[src/rtl/pool_core_mc.sv]
// Multi-channel max / rounded-average pooling core with a registered reduction tree and valid/ready backpressure.
// Optional POOL_CORE_MC_ARGMAX_EN adds out_idx, the per-channel element index of the maximum.
module pool_core_mc #(
    parameter int DATA_WIDTH  = 8,
    parameter int WIN_SIZE    = 3,
    parameter int CH_NUM      = 4,
    parameter int RECIP_SHIFT = 16
) (
    input  logic                                          clk,
    input  logic                                          reset_n,
    input  logic                                          in_vld,
    output logic                                          in_rdy,
    input  logic                                          mode,
    input  logic [CH_NUM*WIN_SIZE*WIN_SIZE*DATA_WIDTH-1:0] din,
    output logic                                          out_vld,
`ifdef POOL_CORE_MC_ARGMAX_EN
    output logic [CH_NUM*$clog2(WIN_SIZE*WIN_SIZE)-1:0]   out_idx,
`endif
    input  logic                                          out_rdy,
    output logic [CH_NUM*DATA_WIDTH-1:0]                  dout
);

    localparam int VAR_NUM = WIN_SIZE * WIN_SIZE;
    localparam int T       = $clog2(VAR_NUM);
    localparam int SW      = DATA_WIDTH + T;
    localparam int PW      = SW + RECIP_SHIFT + 2;
    localparam int RECIP   = ((1 << RECIP_SHIFT) + VAR_NUM - 1) / VAR_NUM;

    localparam logic signed [PW-1:0] RECIP_W = PW'(RECIP);
    localparam logic signed [PW-1:0] HALF    = PW'(1 << (RECIP_SHIFT - 1));
    localparam logic signed [PW-1:0] SAT_HI  = PW'((1 << (DATA_WIDTH - 1)) - 1);
    localparam logic signed [PW-1:0] SAT_LO  = -PW'(1 << (DATA_WIDTH - 1));

    // Number of live elements at tree level t (level 0 is the raw window).
    function automatic int lvl_cnt(input int t);
        return (VAR_NUM + (1 << t) - 1) >> t;
    endfunction

    function automatic int clip(input int i);
        return (i < VAR_NUM) ? i : VAR_NUM - 1;
    endfunction

    logic signed [DATA_WIDTH-1:0] mx [CH_NUM][T+1][VAR_NUM];
    logic signed [SW-1:0]         sm [CH_NUM][T+1][VAR_NUM];
    logic [T:0]                   vld_p;
    logic [T:0]                   mode_p;
    logic                         en;
    logic signed [PW-1:0]         avg [CH_NUM];
    logic [CH_NUM*DATA_WIDTH-1:0] res_dout;
`ifdef POOL_CORE_MC_ARGMAX_EN
    logic [T-1:0]                 idx [CH_NUM][T+1][VAR_NUM];
    logic [CH_NUM*T-1:0]          res_idx;
`endif

    assign en     = !out_vld || out_rdy;
    assign in_rdy = en;

    always_comb begin
        res_dout = '0;
`ifdef POOL_CORE_MC_ARGMAX_EN
        res_idx  = '0;
`endif
        for (int c = 0; c < CH_NUM; c++) begin
            // Multiply by the reciprocal, round half up, floor via arithmetic shift.
            avg[c] = ((PW'(sm[c][T][0]) * RECIP_W) + HALF) >>> RECIP_SHIFT;
            if (!mode_p[T])
                res_dout[c*DATA_WIDTH +: DATA_WIDTH] = mx[c][T][0];
            else if (avg[c] > SAT_HI)
                res_dout[c*DATA_WIDTH +: DATA_WIDTH] = SAT_HI[DATA_WIDTH-1:0];
            else if (avg[c] < SAT_LO)
                res_dout[c*DATA_WIDTH +: DATA_WIDTH] = SAT_LO[DATA_WIDTH-1:0];
            else
                res_dout[c*DATA_WIDTH +: DATA_WIDTH] = avg[c][DATA_WIDTH-1:0];
`ifdef POOL_CORE_MC_ARGMAX_EN
            res_idx[c*T +: T] = mode_p[T] ? '0 : idx[c][T][0];
`endif
        end
    end

    always_ff @(posedge clk or negedge reset_n) begin
        if (!reset_n) begin
            vld_p   <= '0;
            mode_p  <= '0;
            out_vld <= 1'b0;
            dout    <= '0;
            for (int c = 0; c < CH_NUM; c++)
                for (int t = 0; t <= T; t++)
                    for (int l = 0; l < VAR_NUM; l++) begin
                        mx[c][t][l] <= '0;
                        sm[c][t][l] <= '0;
`ifdef POOL_CORE_MC_ARGMAX_EN
                        idx[c][t][l] <= '0;
`endif
                    end
`ifdef POOL_CORE_MC_ARGMAX_EN
            out_idx <= '0;
`endif
        end else if (en) begin
            vld_p  <= {vld_p[T-1:0], in_vld};
            mode_p <= {mode_p[T-1:0], mode};
            for (int c = 0; c < CH_NUM; c++) begin
                for (int e = 0; e < VAR_NUM; e++) begin
                    mx[c][0][e] <= din[(c*VAR_NUM+e)*DATA_WIDTH +: DATA_WIDTH];
                    sm[c][0][e] <= SW'($signed(din[(c*VAR_NUM+e)*DATA_WIDTH +: DATA_WIDTH]));
`ifdef POOL_CORE_MC_ARGMAX_EN
                    idx[c][0][e] <= T'(e);
`endif
                end
                // Pair 2l with 2l+1; a trailing odd element passes through, dead slots hold zero.
                for (int t = 1; t <= T; t++)
                    for (int l = 0; l < VAR_NUM; l++) begin
                        if (2*l+1 < lvl_cnt(t-1)) begin
                            if (mx[c][t-1][clip(2*l)] >= mx[c][t-1][clip(2*l+1)]) begin
                                mx[c][t][l] <= mx[c][t-1][clip(2*l)];
`ifdef POOL_CORE_MC_ARGMAX_EN
                                idx[c][t][l] <= idx[c][t-1][clip(2*l)];
`endif
                            end else begin
                                mx[c][t][l] <= mx[c][t-1][clip(2*l+1)];
`ifdef POOL_CORE_MC_ARGMAX_EN
                                idx[c][t][l] <= idx[c][t-1][clip(2*l+1)];
`endif
                            end
                            sm[c][t][l] <= sm[c][t-1][clip(2*l)] + sm[c][t-1][clip(2*l+1)];
                        end else if (2*l < lvl_cnt(t-1)) begin
                            mx[c][t][l] <= mx[c][t-1][clip(2*l)];
                            sm[c][t][l] <= sm[c][t-1][clip(2*l)];
`ifdef POOL_CORE_MC_ARGMAX_EN
                            idx[c][t][l] <= idx[c][t-1][clip(2*l)];
`endif
                        end else begin
                            mx[c][t][l] <= '0;
                            sm[c][t][l] <= '0;
`ifdef POOL_CORE_MC_ARGMAX_EN
                            idx[c][t][l] <= '0;
`endif
                        end
                    end
            end
            out_vld <= vld_p[T];
            if (vld_p[T]) begin
                dout <= res_dout;
`ifdef POOL_CORE_MC_ARGMAX_EN
                out_idx <= res_idx;
`endif
            end
        end
    end

endmodule

[config.mk]
export PLATFORM = sky130hd
export DESIGN_NAME = pool_core_mc
export DESIGN_NICKNAME = d
export VERILOG_FILES = /design/src/rtl/pool_core_mc.sv
export SDC_FILE = /design/constraint.sdc
export NUM_CORES = 2
export LEC_CHECK = 0
export BUFFER_PORTS_ARGS = -buffer_cell sky130_fd_sc_hd__buf_4
export CAP_MARGIN = 15
export CORE_MARGIN = 8
export CORE_UTILIZATION = 37
export CTS_CLUSTER_SIZE = 40
export DETAILED_ROUTE_END_ITERATION = 16
export HOLD_SLACK_MARGIN = 0.08
export REMOVE_ABC_BUFFERS = 1
export SYNTH_ARGS = -nofsm -noshare
export SYNTH_HDL_FRONTEND = slang
export SYNTH_SLANG_ARGS = --single-unit
[constraint.sdc]
create_clock -name clk -period 6.7 [get_ports clk]
set_input_delay 1.005 -clock clk [delete_from_list [all_inputs] [get_ports clk]]
set_output_delay 1.005 -clock clk [all_outputs]
set_load 0.03 [all_outputs]
==> key figures <==
Clock tree
  – Clock Sinks: approximately 1000
  – # Post-CTS Setup Buffers: 0
  – Clk Latency, worst-skew pair: 0.76 ns
  – Clock buffer depth: 3
  – Inserted Clock Buffers: between 100 and 150
  – Reg clk slew, reported paths: 0.06 ns
  – Root buf cell: clkbuf_16
  – CTS tree: built
  – Post-CTS Hold Fix Bufs: 0
  – # resized after CTS: 0
  – H-tree levels: 3

Worst setup path
  – Top delay family on crit path: adder cells
  – CP Cell Sequence: fa_1, fa_1, inv_1, fa_1, inv_1, fa_1, fa_1, ha_1, and3_1, a221o_1, a2111o_1, and3_4, nor3_4, and3_2, mux2_2, nor3_1, xor2_1, o21ai_1
  – CP Max Fanout: 9
  – Worst Path Arrival: 7.01 ns
  – Slowest stage delay, CP: about 0.54 ns
  – Crit Path Class: register to register
  – Setup crit end kind: register
  – Critical path buffer and inverter count: 2
  – Slowest-stage cell, CP: fa_1
  – CP dominant cell by count: fa_1
  – Startpoint types: register
  – Req. time, crit path: 7.33 ns

STA
  – Layout Skew: 0.0505 ns
  – Slew margin rel.: 24.0%
  – Max Clock Freq: 157 MHz
  – Fin. Hold Viols: 0
  – Setup TNS Final: 0 ns
  – Worst-margin pin slew: 1.13 ns
  – RSZ-0062 raised after global routing: no
  – Fin crit period: 6.37 ns
  – Tcrit/Tclk final: a little over nine tenths
  – Setup violators final: 0
  – Slew Viols, Final: 0

Floorplan
  – Initial core utilization: 37.2%
  – I/O Pins: 327
  – Core Footprint: 179000 µm²
  – Die Wd: 440 µm
  – Die H: 440 µm
  – Die ar.: about 190000 µm²
  – Row count: around 160

Final layout
  – Share of cells above drive strength 1: 8.56%
  – Commonest non-fill, non-tap cell in the layout: nand2_1
  – Nets: 8802
  – Most frequent cells in the layout: 1399 x nand2_1, 1019 x dfrtp_1, 848 x ha_1, 748 x inv_1, 686 x o21ai_0
  – # fillers: about 17000
  – Area delta synth->final: 13.4%

Synthesis
  – Top cells by area, synth: dfrtp_1 38%, ha_1 16%, nand2_1 7.9%, fa_1 5.4%, o21ai_0 5.2%
  – Post-synthesis cell count: 7270
  – #FFs+latches synth: 1019
  – Post-synthesis sequential area ratio: 38.3%
  – Top-area cell type share of the netlist area: 38.3%
  – Yosys top cell by area: dfrtp_1
  – FFs w/ async S/R, synth: 100%
  – Main synth FF type: dfrtp_1
  – Synth Cell Area: 66500 µm²
  – Syn_area_per_cell: approximately 9.2 µm²
  – Yosys warns: 0
  – EDFF count, synth: 0
  – Cell variety after synth: between 90 and 100

Placed design
  – Post-DP HPWL: 120000 µm
  – Final Wtd Congestion: roughly 0.85
  – Port Buffer Count: approximately 330

Min path
  – HP Class: input pin to asynchronous set/reset pin

GRT
  – Congestion Overflow GR: 0
  – Global-route wire length before repair: 264000 µm
  – Global-route total usage across every layer: 16.4%
  – Initial antenna violation count: 1
  – Largest net degree at the start of global routing: approximately 220
  – Vias in the first global route: 49892

Route
  – Pre-antenna DRT Iters: 7
  – Post-DRT Antenna Nets: 0
  – Wire per inst: 16.1 µm
  – DRC: 0
  – Via count: 48327
  – Total wire length: about 160000 µm
  – DR vias/cell: about 5
  – DR iter-0 viols: around 2300

Outcome
  – Status: completed

Run
  – Max_cap viols: 0
## state kept, by name (all words and copies together), names as in the netlist
register / cells
sm: 584
mx: 392
dout: 32
mode_p: 5
vld_p: 5
out_vld: 1
## cells by family after synthesis
logic type / count (synthesis) / share of synthesized area (%)
buffers and inverters: 1019 / 5.76
muxes: 277 / 4.20
AOI/OAI and AO/OA: 1563 / 14.0
adders and majority gates: 1029 / 21.4
DFF: 1019 / 38.3
and+or+nand+nor: 2124 / 13.2
xor gates and xnor gates: 239 / 3.16
## cells in the mapped netlist, types with 19 or more instances
cell,count
a211oi_1,21
a21boi_0,43
a21o_1,145
a21oi_1,371
a31oi_1,27
and3_1,20
clkbuf_1,255
dfrtp_1,1019
fa_1,180
ha_1,849
inv_1,749
mux2i_1,258
nand2_1,1400
nand2b_1,50
nand3_1,19
nor2_1,426
nor2b_1,48
nor3_1,62
o21a_1,37
o21ai_0,686
o21bai_1,51
o31ai_1,44
xnor2_1,180
xor2_1,58
## metal layers
metal	routed length [µm]	global-route usage [%]	up-vias	part of all wire, %
met3	4210	2.09	216	2.6
met4	4730	4.92	0	3.0
met1	74900	22.0	23027	47
met5	0	0	-	0
li1	-	-	24579	-
met2	76300	27.9	505	48
## stage by stage
stage	util, %	hold WS, ns	setup slack, ns	area [µm²]	std cells
2_1_floorplan	-	0.439	-131.33	65500	7000
3_3_place_gp	39.9	0.449	0.306	71300	9716
3_5_place_dp	39.9	0.455	0.299	71300	9716
4_1_cts	42.2	0.221	0.219	75400	9934
5_1_grt	42.2	0.274	0.0195	75400	9935
6_report	42.2	0.260	0.326	75400	9935
## layout make-up
cell class,instances,area (µm²),share of cell area (%)
Antenna cell,1,2.50,0.00332
Clock buffer,165,3410,4.52
Clock inverter,53,616,0.816
Inverter,749,2820,3.74
Multi-Input combinational cell,5232,37300,49.4
Sequential cell,1019,25500,33.8
Tap cell,2355,2950,3.91
Timing Repair Buffer,361,2870,3.80
## worst reg2reg max path, stage by stage, from the launching register on
cell	delay, ns
dfrtp_1	0.49
fa_1	0.54
fa_1	0.52
inv_1	0.08
fa_1	0.54
inv_1	0.06
fa_1	0.50
fa_1	0.49
ha_1	0.31
and3_1	0.17
a221o_1	0.40
a2111o_1	0.45
and3_4	0.20
nor3_4	0.37
and3_2	0.32
mux2_2	0.34
nor3_1	0.22
xor2_1	0.17
o21ai_1	0.08
## path summary, 6_finish.rpt
check	from	end	slack [ns]	cells past startpoint
max in group asynchronous	reset_n	sm[984]	4.95	3
min	reset_n	sm[2065]	0.26	1
min reg2reg	mx[293]	mx[293]	0.46	2
max	sm[105]	dout[30]	0.33	18
min in group clk	din[34]	sm[2102]	0.43	3
max reg2reg	sm[105]	dout[30]	0.33	18
Power is left out: the tool's default activity adds up to more than one toggle a clock period on the data nets, which glitch-free logic cannot reach.
